File: config.mk
export PLATFORM = sky130hd
export DESIGN_NAME = fetch_stage_flat
export DESIGN_NICKNAME = d
export VERILOG_FILES = /design/src/rtl/mips_pkg.sv /design/src/rtl/fetch_stage_if.sv /design/src/rtl/if_id_reg.sv /design/src/rtl/fetch_stage.sv /design/src/flat_wrapper.sv
export SDC_FILE = /design/constraint.sdc
export NUM_CORES = 1
export LEC_CHECK = 0
export ABC_AREA = 1
export CAP_MARGIN = 20
export CORE_UTILIZATION = 40
export DETAILED_ROUTE_END_ITERATION = 7
export PLACE_DENSITY = 0.85
export RECOVER_POWER = 50
export SLEW_MARGIN = 20
export SYNTH_ARGS = -nofsm -noshare
export SYNTH_HDL_FRONTEND = slang
export SYNTH_HIERARCHICAL = 1
export SYNTH_SLANG_ARGS = --single-unit
File: constraint.sdc
create_clock -name clk -period 3 [get_ports clk]
set_clock_uncertainty 0.2 [all_clocks]
set_input_delay 0.6 -clock clk [delete_from_list [all_inputs] [get_ports clk]]
set_output_delay 0.6 -clock clk [all_outputs]
set_load 0.01 [all_outputs]
File: src/rtl/mips_pkg.sv
// Shared MIPS pipeline types and constants used by the fetch stage and hazard unit.
package mips_pkg;

    localparam int unsigned INSTR_W = 32;
    localparam logic [INSTR_W-1:0] NOP_INSTR = 32'h0000_0000;

    typedef enum logic [1:0] {
        PC_SEQ    = 2'b00,
        PC_BRANCH = 2'b01,
        PC_JUMP   = 2'b10
    } pc_src_e;

    // Redirect targets are word addresses; the two low bits carry no meaning.
    function automatic logic [31:0] word_align(input logic [31:0] addr);
        return addr & ~32'h0000_0003;
    endfunction

endpackage

File: src/rtl/fetch_stage_if.sv
// Fetch-stage bundle: hazard-unit controls, ID redirect targets, imem port and IF/ID outputs.
interface fetch_stage_if #(
    parameter int unsigned CNT_W = 16
) ();
    import mips_pkg::*;

    logic               pc_write;
    logic               IF_ID_write;
    logic               flush;
    logic [1:0]         pc_source;
    logic [31:0]        branch_target;
    logic [31:0]        jump_target;
    logic [INSTR_W-1:0] imem_rdata;
    logic               imem_ready;
    logic [31:0]        imem_addr;
    logic [31:0]        pc_plus4;
    logic [INSTR_W-1:0] if_id_instr;
    logic [31:0]        if_id_pc_plus4;
    logic               if_id_valid;
    logic [CNT_W-1:0]   stall_cnt;
    logic [CNT_W-1:0]   flush_cnt;

    modport master (
        input  pc_write, IF_ID_write, flush, pc_source, branch_target, jump_target,
               imem_rdata, imem_ready,
        output imem_addr, pc_plus4, if_id_instr, if_id_pc_plus4, if_id_valid,
               stall_cnt, flush_cnt
    );

    modport slave (
        output pc_write, IF_ID_write, flush, pc_source, branch_target, jump_target,
               imem_rdata, imem_ready,
        input  imem_addr, pc_plus4, if_id_instr, if_id_pc_plus4, if_id_valid,
               stall_cnt, flush_cnt
    );

endinterface

File: src/rtl/if_id_reg.sv
// IF/ID pipeline register: flush beats hold, hold beats memory-wait bubble, else load.
module if_id_reg
    import mips_pkg::*;
(
    input  logic               clk,
    input  logic               rst,
    input  logic               flush,
    input  logic               write_en,
    input  logic               fetch_ready,
    input  logic [INSTR_W-1:0] fetch_instr,
    input  logic [31:0]        fetch_pc_plus4,
    output logic [INSTR_W-1:0] instr,
    output logic [31:0]        pc_plus4,
    output logic               valid
);

    logic [INSTR_W-1:0] instr_q, instr_d;
    logic [31:0]        pc_plus4_q, pc_plus4_d;
    logic               valid_q, valid_d;

    always_comb begin
        instr_d    = instr_q;
        pc_plus4_d = pc_plus4_q;
        valid_d    = valid_q;
        if (flush) begin
            instr_d    = NOP_INSTR;
            pc_plus4_d = 32'h0;
            valid_d    = 1'b0;
        end else if (!write_en) begin
            instr_d    = instr_q;
        end else if (!fetch_ready) begin
            // Bubble keeps the PC+4 so ID still sees a sensible link value.
            instr_d    = NOP_INSTR;
            pc_plus4_d = fetch_pc_plus4;
            valid_d    = 1'b0;
        end else begin
            instr_d    = fetch_instr;
            pc_plus4_d = fetch_pc_plus4;
            valid_d    = 1'b1;
        end
    end

    always_ff @(posedge clk) begin
        if (rst) begin
            instr_q    <= NOP_INSTR;
            pc_plus4_q <= 32'h0;
            valid_q    <= 1'b0;
        end else begin
            instr_q    <= instr_d;
            pc_plus4_q <= pc_plus4_d;
            valid_q    <= valid_d;
        end
    end

    assign instr    = instr_q;
    assign pc_plus4 = pc_plus4_q;
    assign valid    = valid_q;

endmodule

File: src/rtl/fetch_stage.sv
// MIPS instruction-fetch stage: PC register, next-PC select, IF/ID register, perf counters.
module fetch_stage
    import mips_pkg::*;
#(
    parameter logic [31:0] RESET_PC = 32'h0000_0000,
    parameter int unsigned CNT_W    = 16
) (
    input logic            clk,
    input logic            rst,
    fetch_stage_if.master  bus
);

    logic [31:0]      pc_q, pc_d;
    logic [31:0]      pc_inc;
    logic [31:0]      target;
    logic [CNT_W-1:0] stall_q, stall_d;
    logic [CNT_W-1:0] flush_q, flush_d;
    logic             stall_event;

    assign pc_inc = pc_q + 32'd4;

    always_comb begin
        target = pc_inc;
        case (bus.pc_source)
            PC_BRANCH: target = word_align(bus.branch_target);
            PC_JUMP:   target = word_align(bus.jump_target);
            default:   target = pc_inc;
        endcase
    end

    // A redirect is taken even during a memory wait, abandoning that fetch.
    always_comb begin
        pc_d = pc_q;
        if (!bus.pc_write) begin
            pc_d = pc_q;
        end else if (bus.pc_source != PC_SEQ) begin
            pc_d = target;
        end else if (!bus.imem_ready) begin
            pc_d = pc_q;
        end else begin
            pc_d = pc_inc;
        end
    end

    assign stall_event = (!bus.pc_write || !bus.imem_ready) && !bus.flush;

    always_comb begin
        stall_d = stall_q;
        flush_d = flush_q;
        if (stall_event && (stall_q != '1)) stall_d = stall_q + 1'b1;
        if (bus.flush && (flush_q != '1)) flush_d = flush_q + 1'b1;
    end

    always_ff @(posedge clk) begin
        if (rst) begin
            pc_q    <= RESET_PC;
            stall_q <= '0;
            flush_q <= '0;
        end else begin
            pc_q    <= pc_d;
            stall_q <= stall_d;
            flush_q <= flush_d;
        end
    end

    if_id_reg u_if_id_reg (
        .clk            (clk),
        .rst            (rst),
        .flush          (bus.flush),
        .write_en       (bus.IF_ID_write),
        .fetch_ready    (bus.imem_ready),
        .fetch_instr    (bus.imem_rdata),
        .fetch_pc_plus4 (pc_inc),
        .instr          (bus.if_id_instr),
        .pc_plus4       (bus.if_id_pc_plus4),
        .valid          (bus.if_id_valid)
    );

    assign bus.imem_addr = pc_q;
    assign bus.pc_plus4  = pc_inc;
    assign bus.stall_cnt = stall_q;
    assign bus.flush_cnt = flush_q;

endmodule

File: src/flat_wrapper.sv
// flat-port wrapper written by rule: the top's interface ports become plain ports
module fetch_stage_flat import mips_pkg::*;
#(
    parameter logic [31:0] RESET_PC = 32'h0000_0000,
    parameter int unsigned CNT_W    = 16
)
  (clk, rst, bus_pc_write, bus_IF_ID_write, bus_flush, bus_pc_source, bus_branch_target, bus_jump_target, bus_imem_rdata, bus_imem_ready, bus_imem_addr, bus_pc_plus4, bus_if_id_instr, bus_if_id_pc_plus4, bus_if_id_valid, bus_stall_cnt, bus_flush_cnt);
  fetch_stage_if #(.CNT_W(CNT_W)) bus_i ();
  input logic clk;
  input logic rst;
  input wire logic [$bits(bus_i.pc_write)-1:0] bus_pc_write;
  input wire logic [$bits(bus_i.IF_ID_write)-1:0] bus_IF_ID_write;
  input wire logic [$bits(bus_i.flush)-1:0] bus_flush;
  input wire logic [$bits(bus_i.pc_source)-1:0] bus_pc_source;
  input wire logic [$bits(bus_i.branch_target)-1:0] bus_branch_target;
  input wire logic [$bits(bus_i.jump_target)-1:0] bus_jump_target;
  input wire logic [$bits(bus_i.imem_rdata)-1:0] bus_imem_rdata;
  input wire logic [$bits(bus_i.imem_ready)-1:0] bus_imem_ready;
  output wire logic [$bits(bus_i.imem_addr)-1:0] bus_imem_addr;
  output wire logic [$bits(bus_i.pc_plus4)-1:0] bus_pc_plus4;
  output wire logic [$bits(bus_i.if_id_instr)-1:0] bus_if_id_instr;
  output wire logic [$bits(bus_i.if_id_pc_plus4)-1:0] bus_if_id_pc_plus4;
  output wire logic [$bits(bus_i.if_id_valid)-1:0] bus_if_id_valid;
  output wire logic [$bits(bus_i.stall_cnt)-1:0] bus_stall_cnt;
  output wire logic [$bits(bus_i.flush_cnt)-1:0] bus_flush_cnt;
  assign bus_i.pc_write = bus_pc_write;
  assign bus_i.IF_ID_write = bus_IF_ID_write;
  assign bus_i.flush = bus_flush;
  assign bus_i.pc_source = bus_pc_source;
  assign bus_i.branch_target = bus_branch_target;
  assign bus_i.jump_target = bus_jump_target;
  assign bus_i.imem_rdata = bus_imem_rdata;
  assign bus_i.imem_ready = bus_imem_ready;
  assign bus_imem_addr = bus_i.imem_addr;
  assign bus_pc_plus4 = bus_i.pc_plus4;
  assign bus_if_id_instr = bus_i.if_id_instr;
  assign bus_if_id_pc_plus4 = bus_i.if_id_pc_plus4;
  assign bus_if_id_valid = bus_i.if_id_valid;
  assign bus_stall_cnt = bus_i.stall_cnt;
  assign bus_flush_cnt = bus_i.flush_cnt;
  fetch_stage #(.RESET_PC(RESET_PC), .CNT_W(CNT_W)) u_core (.clk(clk), .rst(rst), .bus(bus_i));
endmodule
# Word-level counts from Yosys, hierarchy flattened
# Cells that the tools add are included.
# totals
reg_bits	129
in_bits	104
output_inout_bits	161
elab_cells	29
# op_classes
add_sub_neg	3
eq_ne	4
n_mux	5
n_reduce_logical	11
# ops
operator	count
two-way mux 32 bit	3
one-hot mux 32 bit (2 select lines)	1
adder 16 x 1 -> 16 bit (second input constant)	2
adder 32 x 3 -> 32 bit (second input constant)	1
!= test 16 bit (second input constant)	2
nonzero test 2 bit	2
logical AND 1 bit	3
logical NOT 1 bit	3
equality test 2 x 1 -> 1 bit (second input constant)	1
equality test 2 bit (second input constant)	1
AND reduction 2 bit	1
OR reduction 2 bit	1
logical OR 1 bit	1
two-way mux 1 bit	1

# Longest topological paths before layout
# Gate-level depths: netlist (run 1).
# logic_depth
word_depth	4
mapped_depth	11
depth_no_buf	11

# Hierarchy
# The synthesis (run 1) kept the hierarchy.
# modules_own_cells
module	n_inst	cells_each	area_per_inst_um2	seq_area_each_um2
fetch_stage	1	692	4423.0	1241.2
if_id_reg	1	288	2352.3	1301.2

# Least setup slack after synthesis (run 1)
# No wires, ideal clock.
# synth_timing
path_kind	reg-to-output
start	reg u_core.pc_q[3] (netlist: u_core/bus.imem_addr[3])
end	out bus_pc_plus4[20]
t_arrival_ns	1.344
t_required_ns	2.200
path_slack_ns	0.856
path_stages_with_launch	7
n_path_buf	0
cell_sequence	dfxtp_1 ha_1 nand2_2 nor2_4 nand3_1 o21ai_0 nand2_1
# synth_between
elab_chain_cells	1
# synth_rtl
item	line	source
start, declared	fetch_stage.sv:13	logic [31:0] pc_q, pc_d;
start signal, assigned	fetch_stage.sv:60	pc_q <= pc_d;
adder 32 x 3 -> 32 bit	fetch_stage.sv:20	assign pc_inc = pc_q + 32'd4;
end, declared	flat_wrapper.sv:20	output wire logic [$bits(bus_i.pc_plus4)-1:0] bus_pc_plus4;
# No other way between the ends.

# Worst setup path in the final report (run 1)
# layout_timing
start	reg u_core.pc_q[2] (netlist: u_core/bus.imem_addr[2])
end	out bus_pc_plus4[20]
# Same word-level chain as after synthesis.

==> reports/summary.txt, run 1 <==
Critical Path Sink Type: output port
synth top area cells: dfxtp_1 38%, nand2_1 17%, a21oi_1 9.1%
I/O Buffers: 256
VDD IR max: 382.2 uV
I/O pin total: 265
final period utilization: 95.86%
worst path required time: 2.20 ns
Post-Synth XOR/XNOR Area: 3.269%
synth warn: 6
Pleak: 4.165 nW
Worst setup SP type: flip-flop
GP Congestion: 0.9221
Synth Instances: 980
Hold Vio Cnt, Final: 0
Worst Tran Pin Value: 1.218 ns
placed cell area: 9500 um^2
diode count: 0
Die Y: 132.1 um
Initial Util: 40.86%
Synth Area in Adders: 1.108%
Cell Pwr Density: 475.3 nW/um^2
gr ovfl total: 0
MaxCap Viol Count: 0
share of layout cells above drive strength 1: 11.94%
Clock Latency Late Sink: 0.42 ns
row cnt: 47
Global Route Usage Sum: 26.09%
largest net degree at the start of global routing: 66
path category of the worst min-delay check: flip-flop to flip-flop
top layer in use: met5
Die Area: 17,460 um^2
Slew Viols, Final: 0
Max FO, Critical Path: 4
via count of the routed design: 7,407
Final Setup Violations: 0
FMAX: 347.7 MHz
CTS Buffer Depth: 2
syn_area_per_cell: 6.914 um^2
CP arrival: 2.08 ns
die width: 132.1 um
first-pass GRT wire length: 35,950 um
sequential share of the synthesized area: 37.53%
initial antenna violation count: 1
Post-Syn Area: 6775 um^2
Rel. slew slack: 18.77%
portion of netlist area occupied by mux cells: 0%
compound-gate portion of the synthesized area: 15.66%
CTS tree: built
CTS Sinks: 127
First-pass DRT Iterations: 5
synth-to-layout area growth: 51.27%
Post-Layout Cell Count: 1,468
clock-pin slew on the worst setup and hold paths: 0.06 ns
min cycle time layout: 2.876 ns
post-route ant nets: 0
Synth area leader: dfxtp_1
Placed Cells: 1,429
fin area: 10,250 um^2
DR WL met3: 2083 um
drc violations: 0
DP Wirelength: 16,980 um
H-Tree Depth: 4
core area: 16,580 um^2
Netlist cell types: 35
RSZ-0062 raised after global routing: false
M1 WL: 9095 um
setup tns final: 0 ns
Num CTS Buffers: 17
DRT iter0 DRCs: 396
Post-Synth Simple-Gate Area: 33.83%
vias in the first global route: 7,167
filler instances: 1,474
Setup CP Type: flip-flop to output port
#FFs+latches synth: 127
status: finished, final reports clean
vias per cell: 5.046
DR WL met2: 10,840 um
Nets: 1,345
main combinational cell family by area after synthesis: simple AND/OR/NAND/NOR gates
share of the synthesized area in the top cell type: 37.53%
routed len/inst: 15.40 um
CTS root buffer: clkbuf_16
Routed WL: 22,610 um
==> logic make-up after synthesis <==
group / Yosys count
other: 1
and+or+nand+nor: 515
DFF: 127
adders and majority gates: 6
buffers and inverters: 119
AOI/OAI and AO/OA: 191
xor gates and xnor gates: 21
==> final timing paths <==
kind                                   startpoint                               to  slack [ns]  cells past startpoint
setup / recovery          u_core/bus.imem_addr[2]                 bus_pc_plus4[20]        0.12                      9
hold reg to reg   u_core/u_if_id_reg/pc_plus4[15]  u_core/u_if_id_reg/pc_plus4[15]        0.26                      2
setup reg to reg          u_core/bus.flush_cnt[0]          u_core/bus.flush_cnt[7]        0.45                      8
hold / removal    u_core/u_if_id_reg/pc_plus4[15]  u_core/u_if_id_reg/pc_plus4[15]        0.26                      2
==> layer usage <==
metal | vias to the layer above | track usage, %
li1 | 3698 | -
met2 | 306 | 44.42
met1 | 3360 | 29.82
met4 | 2 | 10.98
met5 | - | 0
met3 | 41 | 8.727
==> through the flow <==
step / hold slack [ns] / total power, mW / util, % / worst slack [ns]
2_1_floorplan: 0.2799 / 2.256 / - / 0.8557
3_3_place_gp: 0.2472 / 2.722 / 57.29 / 0.2049
3_5_place_dp: 0.2529 / 2.735 / 57.29 / 0.1688
4_1_cts: 0.2618 / 4.923 / 61.67 / -0.02929
5_1_grt: 0.2698 / 5.078 / 61.80 / 0.01569
6_report: 0.2578 / 4.872 / 61.80 / 0.1242
==> report_power, final <==
part	internal, mW	total, mW	switching (mW)	leakage, nW
Sequential	1.76	1.83	0.0712	1.04
Clock	1.34	2.18	0.846	0.303
Combinational	0.410	0.861	0.452	2.82
Total	3.50	4.87	1.37	4.16
==> repair_timing <==
action	CTS	global route
buffers inserted	5	2
hold buffers	0	0
setup endpoints to repair	23	15
pin swaps	5	3
resized for setup	41	27
==> cell usage in the layout, fill, tap and decap left out, types with 3 or more instances in the layout <==
cell type,count
a211oi_1,4
a21oi_1,123
a21oi_2,6
a22o_1,15
buf_4,26
bufinv_16,3
clkbuf_16,17
clkbuf_2,4
clkdlybuf4s50_1,180
conb_1,6
dfxtp_1,109
dfxtp_2,17
dlygate4sd2_1,14
dlygate4sd3_1,52
dlymetal6s2s_1,5
ha_1,5
inv_1,59
inv_2,5
inv_6,8
nand2_1,303
nand2_2,16
nand2_4,3
nand3_1,92
nand4_1,3
nor2_1,57
nor2_2,9
nor2_4,10
nor3_1,11
o21ai_0,39
xnor2_1,5
xor2_1,7
xor2_2,3
xor2_4,3
==> layout make-up <==
cell class	count	area, um^2	share of cell area [%]
clock inverter	15	196.4	1.917
inverter	64	240.2	2.344
clock buffer	17	425.4	4.151
timing repair buffer	286	2771	27.04
multi-input combinational	739	3772	36.81
tap	220	275.3	2.686
sequential	127	2567	25.05
==> critical path, stage by stage (launching register included) <==
cell	delay [ns]
dfxtp_2	0.35
ha_2	0.20
nand2_2	0.07
nor2_4	0.18
buf_4	0.16
nand3_4	0.10
nor2_1	0.12
nand2_1	0.08
nand2_1	0.11
dlygate4sd2_1	0.28
==> registers in the layout, indices dropped and copies added (netlist names) <==
name                         flops
u_core/bus.imem_addr            30
u_core/bus.flush_cnt            16
u_core/u_if_id_reg/pc_plus4     32
u_core/u_if_id_reg/valid         1
u_core/bus.stall_cnt            16
u_core/u_if_id_reg/instr        32
==> cells in the mapped netlist (all sizes together) <==
cell and count:
a211oi 4, a21oi 129, a22o 15, a31oi 2, and2 2, buf 36, clkbuf 19, conb 1
dfxtp 127, ha 6, inv 64, nand2 322, nand3 93, nand4 4, nor2 78, nor3 14
nor3b 2, o21ai 40, o21bai 1, xnor2 8, xor2 13
Note: power is estimated with default switching activity, not from simulation.
==> inputs of run 2 (changes only) <==
Settings changed: CORE_MARGIN set to 5.
==> reports/summary.txt, run 2 (synthesized netlist as in run 1, its figures left out) <==
status: finished, final reports clean
Die Area: 19,640 um^2 (+12%)
final period utilization: 97.17% (+1.3 points)
CTS root buffer: clkbuf_16
Slew Viols, Final: 0 (unchanged)
vias per cell: 5.149 (+2.1%)
VDD IR max: 378.5 uV (-0.98%)
path category of the worst min-delay check: flip-flop to flip-flop
initial antenna violation count: 1 (unchanged)
vias in the first global route: 6,893 (-3.8%)
hold_sp: u_core/u_if_id_reg/pc_plus4[18]
DP Wirelength: 18,300 um (+7.8%)
Die Y: 140.1 um (+6.1%)
I/O Buffers: 256 (unchanged)
GP Congestion: 0.9553 (+3.6%)
H-Tree Depth: 4 (unchanged)
Worst Tran Pin Value: 1.397 ns (+0.1782 ns)
gr ovfl total: 0 (unchanged)
MaxCap Viol Count: 0 (unchanged)
via count of the routed design: 7,559 (+2.1%)
clock-pin slew on the worst setup and hold paths: 0.06 ns (about the same)
Setup CP Type: flip-flop to output port
CTS Buffer Depth: 2 (unchanged)
FMAX: 343.1 MHz (-1.3%)
internal power: 3.255 mW (-7.1%)
Critical Path Sink Type: output port
CP arrival: 2.11 ns (+0.03 ns)
Hold Vio Cnt, Final: 0 (unchanged)
synth-to-layout area growth: 50.58%
die width: 140.1 um (+6.1%)
cts hold-fix bufs: 0 (unchanged)
core area: 16,580 um^2 (unchanged)
share of layout cells above drive strength 1: 11.94% (unchanged)
Nets: 1,345 (unchanged)
Cell Pwr Density: 449.6 nW/um^2 (-5.4%)
Worst Setup SP: u_core/bus.imem_addr[2]
Switching Fraction: 29.05% (+0.96 points)
Global Route Usage Sum: 23.04% (-3.0 points)
Final WS setup: 0.08500 ns (-0.03922 ns)
Max FO, Critical Path: 4 (unchanged)
row cnt: 47 (unchanged)
Pleak: 4.159 nW (-0.14%)
diode count: 0 (unchanged)
worst hold slack: 0.2557 ns (-0.002130 ns)
clock share of power: 41.2% (-3.6 points)
Finished Core Util: 61.52% (-0.28 points)
net switching power figure: 1.333 mW (-2.6%)
DRT iter0 DRCs: 410 (+3.5%)
CTS tree: built
first-pass GRT wire length: 36,400 um (+1.2%)
R2R Path Start: u_core/bus.flush_cnt[0]
largest net degree at the start of global routing: 66 (unchanged)
post-route ant nets: 0 (unchanged)
worst path required time: 2.20 ns (about the same)
Rel. slew slack: 6.890% (-12 points)
most common cell after layout, fill and taps aside: nand2_1
Final Setup Violations: 0 (unchanged)
drc violations: 0 (unchanged)
Worst setup SP type: flip-flop
RSZ-0062 raised after global routing: false
filler instances: 1,515 (+2.8%)
Combinational Power Share: 18.8% (+1.1 points)
routed len/inst: 16.37 um (+6.3%)
CTS Sinks: 127 (unchanged)
Clock Latency Late Sink: 0.41 ns (about the same)
min cycle time layout: 2.915 ns (+0.03922 ns)
Reg power frac: 40.0% (+2.5 points)
most frequent cells in the layout: 302 x nand2_1, 179 x clkdlybuf4s50_1, 124 x a21oi_1
First-pass DRT Iterations: 5 (unchanged)
I/O pin total: 265 (unchanged)
Num CTS Buffers: 17 (unchanged)
Routed WL: 24,030 um (+6.3%)
dpl ws: 0.08515 ns (-0.08363 ns)
Initial Util: 40.86% (unchanged)
==> run 2: cell count changes in the layout (fill, tap and decap cells not counted), sizes merged, moves of 2 or more <==
cell and delta:
dlymetal6s2s +4, clkinvlp +5, inv -5, bufinv -3, clkdlybuf4s15 -2, clkinv +2
==> run 2: final timing paths <==
check	cells after the start	slack, ns	to
worst max-delay path	9	0.09	bus_pc_plus4[28]
worst min-delay path	2	0.26	u_core/u_if_id_reg/pc_plus4[18]
worst max register to register	8	0.46	u_core/bus.flush_cnt[11]
worst min register to register	2	0.26	u_core/u_if_id_reg/pc_plus4[18]
==> run 2: power groups by stage <==
stage               Clock, mW  Combinational, mW  Sequential [mW]
detailed placement          0              0.872             1.86
finish                   1.89              0.861             1.84
CTS                      1.94              0.870             1.83
global route             2.02              0.927             1.85
global placement            0              0.861             1.86
floorplan                   0              0.375             1.88
==> run 2: cell type report <==
class | count | area, um^2 | area share, %
clock buffer | 18 | 439.2 | 4.305
clock inverter | 14 | 107.6 | 1.055
inverter | 64 | 240.2 | 2.355
multi-input combinational | 739 | 3786 | 37.11
sequential | 127 | 2579 | 25.28
tap | 220 | 275.3 | 2.698
timing repair buffer | 286 | 2775 | 27.20
==> run 2: routing by layer <==
metal	track usage [%]	vias up	wire length [um]
li1	-	3697	-
met1	27.78	3477	9642
met2	38.13	339	11440
met3	7.362	44	2255
met4	9.179	2	680
met5	0	-	13
==> run 2: worst max-delay path: stages (launching register included) <==
cell and delay (ns):
dfxtp_4 0.37, ha_4 0.14, nand2_2 0.07, nor2_4 0.19, buf_4 0.15, nand3_4 0.13, inv_1 0.11, nand3_1 0.11
nand2_1 0.15, dlygate4sd2_1 0.28
==> run 2: repair_timing <==
action                     CTS  global route
resized for setup           44            27
pin swaps                    4             2
setup buffers                5             4
setup endpoints to repair   23            16
cloned                       0             0
==> run 2: through the flow <==
stage          setup TNS [ns]  cells  power, mW  area (um^2)
5_1_grt                     0   1468      4.792        10200
4_1_cts               -0.1382   1464      4.641        10130
3_5_place_dp                0   1427      2.734         9460
3_3_place_gp                0   1427      2.719         9460
2_1_floorplan               0    985      2.256         6794
6_report                    0   1468      4.587        10200
